==> config.mk <==
export PLATFORM = sky130hd
export DESIGN_NAME = pixie_dma_sequencer
export DESIGN_NICKNAME = d
export VERILOG_FILES = /design/src/rtl/pixie_dma_sequencer.sv
export SDC_FILE = /design/constraint.sdc
export NUM_CORES = 1
export LEC_CHECK = 0
export BUFFER_PORTS_ARGS = -buffer_cell sky130_fd_sc_hd__buf_4
export CAP_MARGIN = 20
export CORE_ASPECT_RATIO = 1.2
export CORE_MARGIN = 2
export CORE_UTILIZATION = 30
export DETAILED_ROUTE_END_ITERATION = 10
export HOLD_SLACK_MARGIN = 0.1
export PLACE_DENSITY = 0.46
export SETUP_SLACK_MARGIN = 0.15
export SLEW_MARGIN = 20
export SYNTH_ARGS = -nofsm -noshare
export SYNTH_HDL_FRONTEND = slang
export SYNTH_SLANG_ARGS = --single-unit
==> constraint.sdc <==
create_clock -name clk -period 2.7 [get_ports clk]
set_clock_uncertainty 0.05 [all_clocks]
set_input_delay 0.27 -clock clk [delete_from_list [all_inputs] [get_ports clk]]
set_output_delay 0.27 -clock clk [all_outputs]
set_load 0.01 [all_outputs]
==> src/rtl/pixie_dma_sequencer.sv <==
// pixie_dma_sequencer
//
// CPU-side front end of the PIXIE graphics core. Tracks frame timing in CPU
// machine cycles, raises the display interrupt and the EFx flag, and during
// active lines requests DMA-out cycles from the 1802, writing each accepted
// byte into the dual-port frame buffer at the line/byte address the display
// back end reads from.
//
// Ports:
//   clk          system clock
//   reset_n      asynchronous active-low reset
//   mc_tick      one-clk strobe per CPU machine cycle
//   disp_on      one-clk pulse: enable display (also clears dma_underrun)
//   disp_off     one-clk pulse: disable display (wins over disp_on)
//   dma_ack      one-clk strobe: CPU is executing a DMA-out cycle
//   bus_data     CPU data bus, sampled when dma_ack is high
//   dma_out_req  DMA-out request to the CPU
//   int_req      display interrupt request
//   efx          EF1 flag to the CPU
//   fb_write_en  frame buffer write strobe (one clk per accepted byte)
//   fb_addr      frame buffer write address {line[6:0], byte[2:0]}
//   fb_data      frame buffer write data
//   dma_underrun sticky: a line ended before all of its bytes were taken

module pixie_dma_sequencer #(
    parameter int unsigned CyclesPerLine   = 14,
    parameter int unsigned LinesPerFrame   = 262,
    parameter int unsigned ActiveStartLine = 80,
    parameter int unsigned ActiveVLines    = 128,
    parameter int unsigned BytesPerLine    = 8,
    parameter int unsigned DmaStartCycle   = 2,
    parameter int unsigned IntLines        = 2,
    parameter int unsigned EfxLeadLines    = 4
) (
    input  logic       clk,
    input  logic       reset_n,
    input  logic       mc_tick,
    input  logic       disp_on,
    input  logic       disp_off,
    input  logic       dma_ack,
    input  logic [7:0] bus_data,
    output logic       dma_out_req,
    output logic       int_req,
    output logic       efx,
    output logic       fb_write_en,
    output logic [9:0] fb_addr,
    output logic [7:0] fb_data,
    output logic       dma_underrun
);

    localparam int unsigned CycW  = $clog2(CyclesPerLine);
    localparam int unsigned LineW = $clog2(LinesPerFrame);
    localparam int unsigned ByteW = $clog2(BytesPerLine + 1);

    localparam logic [CycW-1:0]  LastCycle  = CycW'(CyclesPerLine - 1);
    localparam logic [CycW-1:0]  StartCycle = CycW'(DmaStartCycle);
    localparam logic [LineW-1:0] LastLine   = LineW'(LinesPerFrame - 1);
    localparam logic [LineW-1:0] FirstLine  = LineW'(ActiveStartLine);
    localparam logic [ByteW-1:0] FullCount  = ByteW'(BytesPerLine);

    localparam int unsigned ActiveEndLine = ActiveStartLine + ActiveVLines;

    typedef enum logic [1:0] {
        StIdle,
        StReq,
        StDone
    } dma_state_e;

    // ------------------------------------------------------------------
    // State
    // ------------------------------------------------------------------
    logic [CycW-1:0]  cycle_q, cycle_d;
    logic [LineW-1:0] line_q, line_d;
    logic             enabled_q, enabled_d;
    dma_state_e       state_q, state_d;
    logic [ByteW-1:0] byte_idx_q, byte_idx_d;
    logic             underrun_q, underrun_d;
    logic             int_req_q, int_req_d;
    logic             efx_q, efx_d;
    logic             wr_en_q, wr_en_d;
    logic [9:0]       wr_addr_q, wr_addr_d;
    logic [7:0]       wr_data_q, wr_data_d;

    // ------------------------------------------------------------------
    // Helpers
    // ------------------------------------------------------------------
    function automatic logic in_window(input logic [LineW-1:0] line,
                                       input int unsigned lo,
                                       input int unsigned hi);
        return (32'(line) >= lo) && (32'(line) < hi);
    endfunction

    logic             line_wrap;
    logic             active;
    logic             start_ok;
    logic             dma_accept;
    logic             underrun_set;
    logic [ByteW-1:0] byte_cnt_next;
    logic [LineW-1:0] line_rel;

    assign line_wrap = mc_tick && (cycle_q == LastCycle);
    assign active    = in_window(line_q, ActiveStartLine, ActiveEndLine);
    // disp_off in the same clk as the start slot suppresses the request
    assign start_ok  = mc_tick && (cycle_q == StartCycle) && enabled_q && active && !disp_off;
    // Buffer line index; wraps modulo 128 through the [6:0] slice below
    assign line_rel  = line_q - FirstLine;

    // ------------------------------------------------------------------
    // Frame timing
    // ------------------------------------------------------------------
    always_comb begin
        cycle_d = cycle_q;
        line_d  = line_q;
        if (mc_tick) begin
            if (line_wrap) begin
                cycle_d = '0;
                line_d  = (line_q == LastLine) ? '0 : line_q + 1'b1;
            end else begin
                cycle_d = cycle_q + 1'b1;
            end
        end
    end

    always_comb begin
        enabled_d = enabled_q;
        if (disp_off) begin
            enabled_d = 1'b0;
        end else if (disp_on) begin
            enabled_d = 1'b1;
        end
    end

    // Flags are computed from next-state values so they line up with the
    // counters they describe rather than trailing them by a clk.
    always_comb begin
        int_req_d = enabled_d && in_window(line_d, ActiveStartLine - IntLines, ActiveStartLine);
        efx_d     = in_window(line_d, ActiveStartLine - EfxLeadLines, ActiveStartLine) ||
                    in_window(line_d, ActiveEndLine - EfxLeadLines, ActiveEndLine);
    end

    // ------------------------------------------------------------------
    // DMA request FSM
    // ------------------------------------------------------------------
    always_comb begin
        state_d       = state_q;
        byte_idx_d    = byte_idx_q;
        byte_cnt_next = byte_idx_q;
        dma_accept    = 1'b0;
        underrun_set  = 1'b0;
        unique case (state_q)
            StIdle: begin
                if (start_ok) begin
                    state_d    = StReq;
                    byte_idx_d = '0;
                end
            end
            StReq: begin
                dma_accept    = dma_ack;
                byte_cnt_next = byte_idx_q + ByteW'(dma_accept);
                byte_idx_d    = byte_cnt_next;
                if (disp_off) begin
                    state_d = StIdle;
                end else if (line_wrap) begin
                    // An ack in the wrap clk still counts toward the line.
                    // Even a completed line returns straight to idle here,
                    // otherwise DONE would miss this wrap and skip a line.
                    state_d      = StIdle;
                    underrun_set = (byte_cnt_next != FullCount);
                end else if (byte_cnt_next == FullCount) begin
                    state_d = StDone;
                end
            end
            StDone: begin
                if (line_wrap) begin
                    state_d = StIdle;
                end
            end
            default: begin
                state_d = StIdle;
            end
        endcase
    end

    // A fresh underrun takes priority over a coincident clear
    always_comb begin
        underrun_d = underrun_q;
        if (underrun_set) begin
            underrun_d = 1'b1;
        end else if (disp_on) begin
            underrun_d = 1'b0;
        end
    end

    // ------------------------------------------------------------------
    // Frame buffer write path (one clk behind the accepted ack)
    // ------------------------------------------------------------------
    always_comb begin
        wr_en_d   = dma_accept;
        wr_addr_d = wr_addr_q;
        wr_data_d = wr_data_q;
        if (dma_accept) begin
            wr_addr_d = {line_rel[6:0], 3'(byte_idx_q)};
            wr_data_d = bus_data;
        end
    end

    // ------------------------------------------------------------------
    // Registers
    // ------------------------------------------------------------------
    always_ff @(posedge clk or negedge reset_n) begin
        if (!reset_n) begin
            cycle_q    <= '0;
            line_q     <= '0;
            enabled_q  <= 1'b0;
            state_q    <= StIdle;
            byte_idx_q <= '0;
            underrun_q <= 1'b0;
            int_req_q  <= 1'b0;
            efx_q      <= 1'b0;
            wr_en_q    <= 1'b0;
            wr_addr_q  <= '0;
            wr_data_q  <= '0;
        end else begin
            cycle_q    <= cycle_d;
            line_q     <= line_d;
            enabled_q  <= enabled_d;
            state_q    <= state_d;
            byte_idx_q <= byte_idx_d;
            underrun_q <= underrun_d;
            int_req_q  <= int_req_d;
            efx_q      <= efx_d;
            wr_en_q    <= wr_en_d;
            wr_addr_q  <= wr_addr_d;
            wr_data_q  <= wr_data_d;
        end
    end

    // ------------------------------------------------------------------
    // Outputs
    // ------------------------------------------------------------------
    assign dma_out_req  = (state_q == StReq);
    assign int_req      = int_req_q;
    assign efx          = efx_q;
    assign fb_write_en  = wr_en_q;
    assign fb_addr      = wr_addr_q;
    assign fb_data      = wr_data_q;
    assign dma_underrun = underrun_q;

endmodule

[Word-level counts from Yosys, hierarchy flattened]
Cells that the tools add are included.
Storage, ports and cells
  flip-flop bits (word level): 42
  logic and storage cells: 69
Operators by class
  add/sub/neg operators: 4
  order comparisons: 7
  eq/ne operators: 10
  mux-type cells: 20
  reduce and logical (&&, ||, !) cells: 17
Operators with widths (count)
  greater-or-equal comparator 9 x 7 -> 1 bit (second input constant): 3
  2-to-1 mux 9 bit: 3
  < comparator 9 x 8 -> 1 bit (second input constant): 2
  logical AND 1 bit: 10
  2-to-1 mux 2 bit: 5
  adder 9 x 1 -> 9 bit (second input constant): 1
  == test 9 bit (second input constant): 1
  greater-or-equal comparator 9 x 8 -> 1 bit (second input constant): 1
  < comparator 9 x 7 -> 1 bit (second input constant): 1
  == test 4 bit (second input constant): 2
  2-to-1 mux 1 bit: 8
  2-to-1 mux 4 bit: 2
  case mux 4 bit (2 select lines): 1
  subtractor 7 bit (second input constant): 1
  case mux 2 bit (3 select lines): 1
  adder 4 x 1 -> 4 bit: 1
  adder 4 x 1 -> 4 bit (second input constant): 1
  == test 4 x 2 -> 1 bit (second input constant): 1
  != test 2 bit (second input constant): 2
  != test 4 x 2 -> 1 bit (second input constant): 1
  != test 4 bit (second input constant): 1
  nonzero test 2 bit: 2
  AND reduction 3 bit: 1
  == test 2 x 1 -> 1 bit (second input constant): 1
  5 further kinds: 5

[Longest topological paths before layout]
Gate-level depths: netlist of run 1.
  word-level depth: 7
  gate-level depth with buffers: 8
  gate-level depth less buffers: 7

[Worst setup path before layout of run 1]
OpenSTA, ideal clock, no wires.
  path type: register -> register
  start: register line_q[1]
  end: register int_req_q (netlist: int_req)
  library setup time: 0.101 ns
  data arrival time: 1.851 ns
  slack: 0.698 ns
  stages on the path, launching flop included: 8
  clock period less this slack: 2.002 ns
  cell sequence: dfrtp_1 -> inv_1 -> ha_1 -> or3b_2 -> nor4_4 -> or2_2 -> a31oi_1 -> nor4_1
Between the ends
  cells in the longest elaborated chain, start to end: 7
  elaborated cells on any way between the ends: 9
  classes of those cells: 1 x add/sub; 2 x order compare; 1 x eq/ne; 3 x mux; 2 x reduce/logical
Ends and longest elaborated chain
  start: declaration: line 73  | logic [LineW-1:0] line_q, line_d;
  start signal: assignment: line 225  | line_q <= line_d;
  adder 9 x 1 -> 9 bit / == test 9 bit (equally long branches): line 117  | line_d = (line_q == LastLine) ? '0 : line_q + 1'b1;
  2-to-1 mux 9 bit *: line 117
  2-to-1 mux 9 bit *: line 115  | if (line_wrap) begin
  2-to-1 mux 9 bit *: line 114  | if (mc_tick) begin
  named net line_d[8]: line 73
  greater-or-equal comparator 9 x 7 -> 1 bit / < comparator 9 x 7 -> 1 bit (equally long branches): line 90  | return (32'(line) >= lo) && (32'(line) < hi);
  logical AND 1 bit *: line 90
  logical AND 1 bit *: line 136  | int_req_d = enabled_d && in_window(line_d, ActiveStartLine - IntLines, ActiveStartLine);
  named net int_req_d: line 78  | logic int_req_q, int_req_d;
  end signal: assignment: line 230  | int_req_q <= int_req_d;
  end: declaration: line 78
The timed path passes the listed nets; every way through them passes the cells marked *.
A chain may end at the register's enable or synchronous reset.

[Final worst setup path of run 1]
Same ends and word-level chain as after synthesis.

==> key figures, run 1 <==
Logic synthesis
  • Top cells by area, synth: dfrtp_1, ha_1, mux2_2
  • YS warnings: 0
  • Seq/Total Area, Yosys: 52.1%
  • Mean cell area of the mapped netlist: 10.8 um2
  • Synth Area in Adders: 7.45%
  • Most common cell in the netlist: dfrtp_1
  • Mapped Nets: 212
  • Post-Syn Instances: 186
  • XOR/XNOR Fraction of Synth Area: 1.74%
  • Number of synthesized flops with an enable pin: 0
  • Unique masters post-synth: 43
  • Simple-gate portion of the synthesized area: 15.6%
  • Synth Area in Compound Gates: 13.1%
  • Synth area leader: dfrtp_1
  • Synth cell count leaders: dfrtp_1, nand2_1, inv_1, nor2_1, o21ai_0
  • Top cell type's share of synthesized area: 52.1%
  • Share of flip-flops with an asynchronous set or reset: 100%
  • Largest family of logic cells by synthesized area: simple AND/OR/NAND/NOR gates
  • Post-Syn Area: 0.00202 mm2
  • Main flop type after synthesis: dfrtp_1
  • Post-synthesis mux area share: 6.64%
  • Yosys reg bits: 42

Critical path
  • Crit path largest cell delay: 0.52 ns
  • Crit-path cells: inv_1 -> ha_1 -> or3b_2 -> nor4_4 -> or2_2 -> a31oi_1 -> nor4_1
  • CP Capture Type: register
  • CP Data Arrival Time: 2.42 ns
  • CP startpoint kind: register
  • WP buf/inv: 1
  • Required time worst endpoint: 2.85 ns
  • Crit Path Class: reg2reg
  • Crit-path slowest cell: or3b_2
  • Delay-heaviest family, CP: simple AND/OR/NAND/NOR gates
  • Worst Path Max Fanout: 4

Global route
  • First-pass GRT wire length: 7.28 mm
  • GRT overflow: 0
  • Largest net degree at the start of global routing: 43
  • Vias in the first global route: 1495
  • Initial antenna violation count: 0
  • GRT Total Usage: 12.6%

Detailed routing
  • Via count: 1510
  • Vias per inst: 4.82
  • Post-Route WL: 4.29 mm
  • Detail Route Antenna Nets: 0
  • Drt wl/cell: 13.7 um
  • DR iter-0 viols: 49
  • DRC viols: 0
  • DR pass1 iterations: 4

Clock network
  • Root buf cell: clkbuf_8
  • Post-CTS Hold Fix Bufs: 1
  • Setup Fix Bufs, Post-CTS: 0
  • Cts bufs inserted: 5
  • CTS tree: done
  • Clk Latency, worst-skew pair: 0.29 ns
  • Clk slew on worst S/H paths: 0.08 ns
  • H-tree Lvls: 2
  • Clk sinks: 42
  • CTS Buffer Depth: 2
  • Post-CTS Resized: 0

Status
  • Status: completed

Floorplan
  • Die footprint: 0.00739 mm2
  • Horizontal die dimension: 78.8 um
  • Core area: 0.00649 mm2
  • Die Height: 93.8 um
  • FP Rows: 32
  • Io pins: 37
  • Effective utilization at floorplan: 31.1%

STA
  • Sum Neg Setup Slack: 0 ns
  • Slew margin rel.: 63.5%
  • Final period util: 84.4%
  • RSZ-0062 raised after global routing: false
  • Final setup viols: 0
  • Min Tclk post-route: 2.28 ns
  • Final hold vios: 0
  • Worst slew pin tran: 0.548 ns
  • Fmax: 439 MHz
  • Slew Limit Fails: 0

Placed design
  • Routability cong.: 0.789
  • Dpl hpwl: 3.00 mm
  • Number of buffers added on ports: 36

Finish
  • Share of cells above drive strength 1: 26.8%
  • Layout area overhead: 23.2%
  • # diodes: 0
  • Final #Nets: 253

Hold path
  • HP Class: in2reg

Pwr
  • Leakage: 1.22 nW
  • Max VDD drop: 0.000293 V
  • Pwr per Cell Area: 634 mW/mm2
  • Total power: 0.00157 W

Job
  • Max-cap violation count: 0
[state kept, by name, summed over array words and instances (netlist names)]
register / count
byte_idx_q: 4
cycle_q: 4
dma_underrun: 1
efx: 1
enabled_q: 1
fb_addr: 10
fb_data: 8
fb_write_en: 1
int_req: 1
line_q: 9
state_q: 2
[worst paths after layout]
check | startpoint | end | slack [ns] | depth (start not counted)
setup reg to reg | line_q[1]$_DFF_PN0_ | int_req$_DFF_PN0_ | 0.42 | 7
hold reg to reg | fb_addr[4]$_DFFE_PN0P_ | fb_addr[4]$_DFFE_PN0P_ | 0.43 | 2
hold / removal | disp_off | enabled_q$_DFF_PN0_ | 0.11 | 2
min in group asynchronous | reset_n | fb_addr[8]$_DFFE_PN0P_ | 0.45 | 2
max in group asynchronous | reset_n | line_q[2]$_DFF_PN0_ | 1.77 | 2
setup / recovery | line_q[1]$_DFF_PN0_ | int_req$_DFF_PN0_ | 0.42 | 7
[placed cells by master, fill, tap and decap left out, types with 3 or more instances in the layout]
| cell type | synthesis | routed |
|---|---|---|
| ha_1 | 12 | 12 |
| buf_4 | 1 | 37 |
| clkbuf_8 | 0 | 6 |
| inv_1 | 13 | 13 |
| or3_1 | 3 | 3 |
| o21ai_0 | 13 | 13 |
| dfrtp_1 | 42 | 42 |
| nand2_1 | 21 | 21 |
| xor2_1 | 3 | 3 |
| mux2_2 | 11 | 11 |
| nand4_1 | 3 | 3 |
| a21oi_1 | 6 | 6 |
| nor3_1 | 4 | 4 |
| nand3_1 | 5 | 5 |
| nor2_1 | 13 | 13 |
[routing by layer]
metal | track usage [%] | vias to the layer above | share of wire, %
li1 | - | 748 | -
met1 | 16.0 | 721 | 47
met2 | 21.3 | 36 | 47
met3 | 2.98 | 5 | 5.2
met4 | 3.88 | 0 | 1.1
met5 | 0 | - | 0
[cell type report]
type / instances / area [um2]
clock buffer: 7 / 86.3
clock inverter: 1 / 5.00
fill: 677 / 4000
inverter: 13 / 48.8
multi-input combinational: 127 / 897
sequential: 42 / 1050
tap: 85 / 106
timing repair buffer: 38 / 288
[kinds of logic after synthesis]
family                     Yosys count
DFF                                 42
muxes                               12
AOI/OAI and AO/OA                   39
xor gates and xnor gates             4
adders and majority gates           12
and+or+nand+nor                     60
buffers and inverters               17
[through the flow]
stage | hold slack [ns] | utilization, % | setup slack [ns] | instances | cell area [um2]
2_1_floorplan | -0.0756 | - | 0.698 | 186 | 2020
3_3_place_gp | 0.254 | 36.7 | 0.426 | 304 | 2380
3_5_place_dp | 0.251 | 36.7 | 0.448 | 304 | 2380
4_1_cts | 0.107 | 38.3 | 0.381 | 313 | 2480
5_1_grt | 0.111 | 38.3 | 0.227 | 313 | 2480
6_report | 0.113 | 38.3 | 0.422 | 313 | 2480
[report_power, final]
group | leakage (nW) | total (W) | switching [W] | internal [W]
logic | 0.618 | 0.000338 | 0.000192 | 0.000146
clock network | 0.0482 | 0.000416 | 0.000209 | 0.000206
registers | 0.554 | 0.000820 | 0.000117 | 0.000703
total | 1.22 | 0.00157 | 0.000518 | 0.00106
Power figures use the tool's default switching activity.
==> inputs of run 2 (changes only) <==
Clock period 2.7 ns to 2.4 ns, I/O delays scaled along.
==> key figures, run 2 (synthesis results as in run 1) <==
Status
  • Status: completed

Detailed routing
  • DRC viols: 0 (unchanged)
  • Drt wl/cell: 13.5 um (-1.3%)
  • DR pass1 iterations: 4 (unchanged)
  • Via count: 1538 (+1.9%)
  • Post-Route WL: 4.34 mm (+1.3%)
  • DR iter-0 viols: 108 (+120%)
  • Vias per inst: 4.79 (-0.68%)
  • Detail Route Antenna Nets: 0 (unchanged)

Placed design
  • Number of buffers added on ports: 36 (unchanged)
  • Post-DP Area: 0.00241 mm2 (+1.3%)
  • Routability cong.: 0.759 (-3.8%)
  • Dpl hpwl: 3.07 mm (+2.2%)

Global route
  • GRT overflow: 0 (unchanged)
  • Routing usage on met2: 19.1% (-2.2 points)
  • GRT busiest layer: met2
  • M3 GR Usage: 3.27% (+0.29 points)
  • Largest net degree at the start of global routing: 43 (unchanged)
  • First-pass GRT wire length: 7.19 mm (-1.2%)
  • GRT Total Usage: 12.5% (-0.092 points)
  • Initial antenna violation count: 0 (unchanged)
  • Grt met1 use: 17.0% (+1.1 points)
  • Vias in the first global route: 1444 (-3.4%)

Finish
  • Flip-flop and latch area: 0.00105 mm2 (+0.12%)
  • Share of cells above drive strength 1: 30.1% (+3.3 points)
  • Multi-input combinational cell area: 903 um2 (+0.70%)
  • Finished layout cell area: 0.00256 mm2 (+3.1%)
  • Max FFs per register: 10 (unchanged)
  • # diodes: 0 (unchanged)
  • Final core occ: 39.4% (+1.2 points)
  • Commonest non-fill, non-tap cells in the layout: buf_4, dfrtp_1, nand2_1
  • Fill cells: 675 (-0.30%)
  • Final #Nets: 261 (+3.2%)
  • Layout area overhead: 26.9%
  • Most common cell after layout, fill and taps aside: buf_4

Hold path
  • WHS Endpoint: fb_data[3]$_DFFE_PN0P_
  • Hold path cells: 2 (unchanged)
  • Worst hold start: bus_data[3]
  • HP Class: in2reg

Critical path
  • Crit Path Class: reg2reg
  • Critical path launch point: line_q[1]$_DFF_PN0_
  • Reg-to-Reg Start: line_q[1]$_DFF_PN0_
  • Crit-path cells: inv_2 -> ha_1 -> or3b_2 -> nor4_4 -> or2_2 -> a31oi_1 -> nor4_2
  • Reg2reg path depth: 7 (unchanged)
  • Worst reg2reg endpoint: int_req$_DFF_PN0_
  • CP startpoint kind: register
  • Worst Path Max Fanout: 4 (unchanged)
  • Crit-path slowest cell: or3b_2
  • FF-to-FF setup slack: 0.30 ns (-0.13 ns)
  • Required time worst endpoint: 2.55 ns (-0.30 ns)
  • Crit path largest cell delay: 0.52 ns (about the same)
  • CP Data Arrival Time: 2.26 ns (-0.16 ns)
  • CP Capture Type: register

Floorplan
  • Core area: 0.00649 mm2 (unchanged)
  • Die Height: 93.8 um (unchanged)
  • Io pins: 37 (unchanged)
  • Horizontal die dimension: 78.8 um (unchanged)
  • Effective utilization at floorplan: 31.1% (unchanged)
  • FP Rows: 32 (unchanged)
  • Die footprint: 0.00739 mm2 (unchanged)

Job
  • Max-cap violation count: 0 (unchanged)

Pwr
  • Leakage: 1.26 nW (+3.1%)
  • Pwr per Cell Area: 706 mW/mm2 (+11%)
  • Max VDD drop: 0.000366 V (+25%)

STA
  • Slew Limit Fails: 0 (unchanged)
  • Worst slew pin tran: 0.541 ns (-0.00710 ns)
  • RSZ-0062 raised after global routing: false
  • Min Tclk post-route: 2.10 ns (-0.173 ns)
  • Final period util: 87.7% (+3.3 points)
  • Fmax: 475 MHz (+8.2%)
  • Slew margin rel.: 63.9% (+0.47 points)
  • Sum Neg Setup Slack: 0 ns (unchanged)
  • Final setup viols: 0 (unchanged)
  • Final hold vios: 0 (unchanged)

Clock network
  • H-tree Lvls: 2 (unchanged)
  • CTS tree: done
  • Root buf cell: clkbuf_8
  • Clk Latency, worst-skew pair: 0.29 ns (about the same)
  • Cts bufs inserted: 5 (unchanged)
  • Clk slew on worst S/H paths: 0.08 ns (about the same)
  • CTS Buffer Depth: 2 (unchanged)
  • Clk sinks: 42 (unchanged)
[run 2: how the worst max path moves through the flow]
stage / to / slack (ns)
6_report: int_req$_DFF_PN0_ / 0.30
5_1_grt: int_req$_DFF_PN0_ / 0.15
4_1_cts: int_req$_DFF_PN0_ / 0.18
3_5_place_dp: int_req$_DFF_PN0_ / 0.20
3_3_place_gp: int_req$_DFF_PN0_ / 0.21
2_1_floorplan: int_req$_DFF_PN0_ / 0.40
[run 2: power by group]
group	switching, W	internal (W)	leakage, nW	total (W)
sequential	0.000137	0.000791	0.553	0.000927
combinational	0.000223	0.000171	0.658	0.000394
clock	0.000253	0.000232	0.0472	0.000484
[run 2: worst max-delay path: cells and delay by family, from the launching register on]
family	cells	cell delay, ns
simple gates	4	1.18
fa+ha+maj	1	0.13
buf+inv	1	0.10
flops	1	0.43
compound gates	1	0.13
[run 2: layer usage]
layer  up-vias  part of all wire [%]  wire length (um)
li1        766                     -                 -
met1       717                    48              2080
met2        51                    44              1920
met3         4                   6.6               286
met4         0                   1.3                57
met5         -                     0                 0
[run 2: timing repair]
item | 4_1_cts | 5_1_grt
endpoints found under the hold margin | 44 | 0
resized for setup | 0 | 4
setup endpoints to repair | 0 | 1
hold buffers | 3 | 0
setup buffers | 0 | 2
[run 2: stage by stage]
stage	hold slack [ns]	instances	total power (W)	setup slack, ns
5_1_grt	0.108	321	0.00196	0.146
2_1_floorplan	-0.106	186	0.00118	0.398
6_report	0.123	321	0.00181	0.295
4_1_cts	0.121	319	0.00182	0.177
3_3_place_gp	0.221	308	0.00133	0.214
3_5_place_dp	0.216	308	0.00133	0.203
[run 2: layout make-up]
cell class,count,share of cell area [%]
Clock buffer,6,3.23
Clock inverter,2,0.489
Inverter,13,1.91
Multi-Input combinational cell,127,35.3
Sequential cell,42,41.1
Tap cell,85,4.16
Timing Repair Buffer,46,13.8
==> inputs of run 3 (changes only) <==
Clock period 2.4 ns to 2.66 ns, I/O delays scaled along.
==> key figures, run 3 (synthesis results as in run 1) <==
Detailed routing
  • Drt wl/cell: 13.6 um (+0.87%)
  • DRC viols: 0 (unchanged)
  • DR pass1 iterations: 4 (unchanged)
  • DR iter-0 viols: 60 (-44%)
  • Vias per inst: 4.81 (+0.48%)
  • Detail Route Antenna Nets: 0 (unchanged)
  • Post-Route WL: 4.26 mm (-2.0%)
  • Via count: 1502 (-2.3%)

Floorplan
  • Die Height: 93.8 um (unchanged)
  • Die footprint: 0.00739 mm2 (unchanged)
  • Horizontal die dimension: 78.8 um (unchanged)
  • Io pins: 37 (unchanged)
  • FP Rows: 32 (unchanged)
  • Effective utilization at floorplan: 31.1% (unchanged)
  • Core area: 0.00649 mm2 (unchanged)

Placed design
  • Post-DP Area: 0.00239 mm2 (-0.93%)
  • Dpl hpwl: 3.02 mm (-1.6%)
  • Number of buffers added on ports: 36 (unchanged)
  • Routability cong.: 0.792 (+4.3%)

STA
  • Slew Limit Fails: 0 (unchanged)
  • Worst slew pin tran: 0.529 ns (-0.0124 ns)
  • Final setup viols: 0 (unchanged)
  • RSZ-0062 raised after global routing: false
  • Slew margin rel.: 64.3% (+0.38 points)
  • Sum Neg Setup Slack: 0 ns (unchanged)
  • Min Tclk post-route: 2.31 ns (+0.203 ns)
  • Final hold slack: 0.114 ns (-0.00922 ns)
  • Final period util: 86.8% (-0.94 points)
  • Fmax: 433 MHz (-8.8%)
  • Final hold vios: 0 (unchanged)

Hold path
  • Worst hold start: disp_off
  • WHS Endpoint: enabled_q$_DFF_PN0_
  • Hold path cells: 2 (unchanged)
  • HP Class: in2reg

Clock network
  • Cts bufs inserted: 5 (unchanged)
  • Post-CTS Resized: 0 (unchanged)
  • Clk sinks: 42 (unchanged)
  • Root buf cell: clkbuf_8
  • Clk Latency, worst-skew pair: 0.29 ns (about the same)
  • Post-CTS Hold Fix Bufs: 1 (-2)
  • H-tree Lvls: 2 (unchanged)
  • CTS Buffer Depth: 2 (unchanged)
  • CTS tree: done
  • Setup Fix Bufs, Post-CTS: 0 (unchanged)
  • Clk slew on worst S/H paths: 0.08 ns (about the same)

Global route
  • GRT overflow: 0 (unchanged)
  • GRT Total Usage: 12.8% (+0.33 points)
  • Largest net degree at the start of global routing: 43 (unchanged)
  • M3 GR Usage: 3.17% (-0.096 points)
  • Initial antenna violation count: 0 (unchanged)
  • Vias in the first global route: 1507 (+4.4%)
  • Grt met1 use: 16.9% (-0.10 points)
  • Routing usage on met2: 20.4% (+1.4 points)
  • GRT busiest layer: met2
  • First-pass GRT wire length: 7.38 mm (+2.7%)

Finish
  • Commonest non-fill, non-tap cells in the layout: dfrtp_1, buf_4, nand2_1
  • Layout area overhead: 23.1%
  • Most common cell after layout, fill and taps aside: dfrtp_1
  • # diodes: 0 (unchanged)
  • Fill cells: 680 (+0.74%)
  • Final #Nets: 254 (-2.7%)
  • Finished layout cell area: 0.00248 mm2 (-3.0%)
  • Max FFs per register: 10 (unchanged)
  • Share of cells above drive strength 1: 26.9% (-3.2 points)

Critical path
  • Crit-path cells: inv_1 -> ha_1 -> or3b_2 -> nor4_4 -> or2_2 -> a31oi_1 -> nor4_1
  • Worst Path Max Fanout: 4 (unchanged)
  • Delay-heaviest family, CP: simple AND/OR/NAND/NOR gates
  • Required time worst endpoint: 2.80 ns (+0.25 ns)
  • CP startpoint kind: register
  • WP buf/inv: 1 (unchanged)
  • Crit path largest cell delay: 0.51 ns (about the same)
  • Worst reg2reg endpoint: int_req$_DFF_PN0_
  • Reg-to-Reg Start: line_q[1]$_DFF_PN0_
  • FF-to-FF setup slack: 0.35 ns (+0.06 ns)
  • CP Capture Type: register
  • Crit Path Class: reg2reg
  • Crit-path slowest cell: or3b_2
  • Reg2reg path depth: 7 (unchanged)
  • CP Data Arrival Time: 2.45 ns (+0.19 ns)

Pwr
  • Switch Pwr: 0.000524 W (-15%)
  • Pwr per Cell Area: 639 mW/mm2 (-9.5%)
  • Register share of total power: 52.8% (+1.5 points)
  • Pint: 0.00106 W (-11%)
  • Combinational fraction of design power: 21.5% (-0.3 points)
  • Leakage: 1.22 nW (-3.0%)
  • Total power: 0.00158 W (-12%)
  • Max VDD drop: 0.000311 V (-15%)
  • Switch share: 33.1% (-0.87 points)
  • Clock power share: 25.7% (-1.1 points)

Job
  • Max-cap violation count: 0 (unchanged)

Status
  • Status: completed
[run 3: cell count changes in the layout (fill, tap and decap cells not counted)]
| cell | change |
|---|---|
| buf_4 | -5 |
| dlygate4sd3_1 | -2 |
| clkinv_2 | -1 |
| clkinvlp_4 | -1 |
| dfrtp_1 | +1 |
| dfrtp_2 | -1 |
| inv_1 | +1 |
| inv_2 | -1 |
| nor4_1 | +1 |
| nor4_2 | -1 |
| o311ai_0 | +1 |
| o311ai_1 | -1 |
[run 3: metrics by stage]
step	cells	setup slack [ns]	utilization, %
2_1_floorplan	186	0.658	-
3_3_place_gp	305	0.384	36.8
3_5_place_dp	305	0.408	36.8
4_1_cts	312	0.335	38.3
5_1_grt	312	0.173	38.3
6_report	312	0.352	38.3
[run 3: worst register-to-register path, cell delays in order, from the launching register on]
cell	delay, ns
dfrtp_1	0.42
inv_1	0.13
ha_1	0.15
or3b_2	0.51
nor4_4	0.36
or2_2	0.18
a31oi_1	0.12
nor4_1	0.28
[run 3: worst max path at each step]
stage / endpoint / cells after the start / start / slack [ns]
4_1_cts: int_req$_DFF_PN0_ / 7 / line_q[1]$_DFF_PN0_ / 0.33
3_3_place_gp: int_req$_DFF_PN0_ / 7 / line_q[1]$_DFF_PN0_ / 0.38
6_report: int_req$_DFF_PN0_ / 7 / line_q[1]$_DFF_PN0_ / 0.35
3_5_place_dp: int_req$_DFF_PN0_ / 7 / line_q[1]$_DFF_PN0_ / 0.41
2_1_floorplan: int_req$_DFF_PN0_ / 7 / line_q[1]$_DFF_PN0_ / 0.66
5_1_grt: int_req$_DFF_PN0_ / 7 / line_q[1]$_DFF_PN0_ / 0.17
[run 3: area by class of cell]
class                   count  area (um2)  share of cell area (%)
multi-input cells         127         897                    36.2
flip-flops and latches     42        1050                    42.4
well taps                  85         106                    4.29
repair buffers             39         295                    11.9
inverters                  13        48.8                    1.97
clock buffers               6        82.6                    3.33
[run 3: metal layers]
metal,vias up,wire [um],part of all wire [%]
li1,745,-,-
met1,716,2020,48
met2,35,1950,46
met3,6,212,5.0
met4,0,65,1.5
met5,-,0,0
[run 3: power groups by stage]
stage          sequential [W]  combinational (W)  clock, W
2_1_floorplan        0.000813           0.000251         0
3_3_place_gp         0.000846           0.000349         0
3_5_place_dp         0.000847           0.000346         0
4_1_cts              0.000834           0.000351  0.000423
5_1_grt              0.000852           0.000413  0.000452
6_report             0.000837           0.000341  0.000407
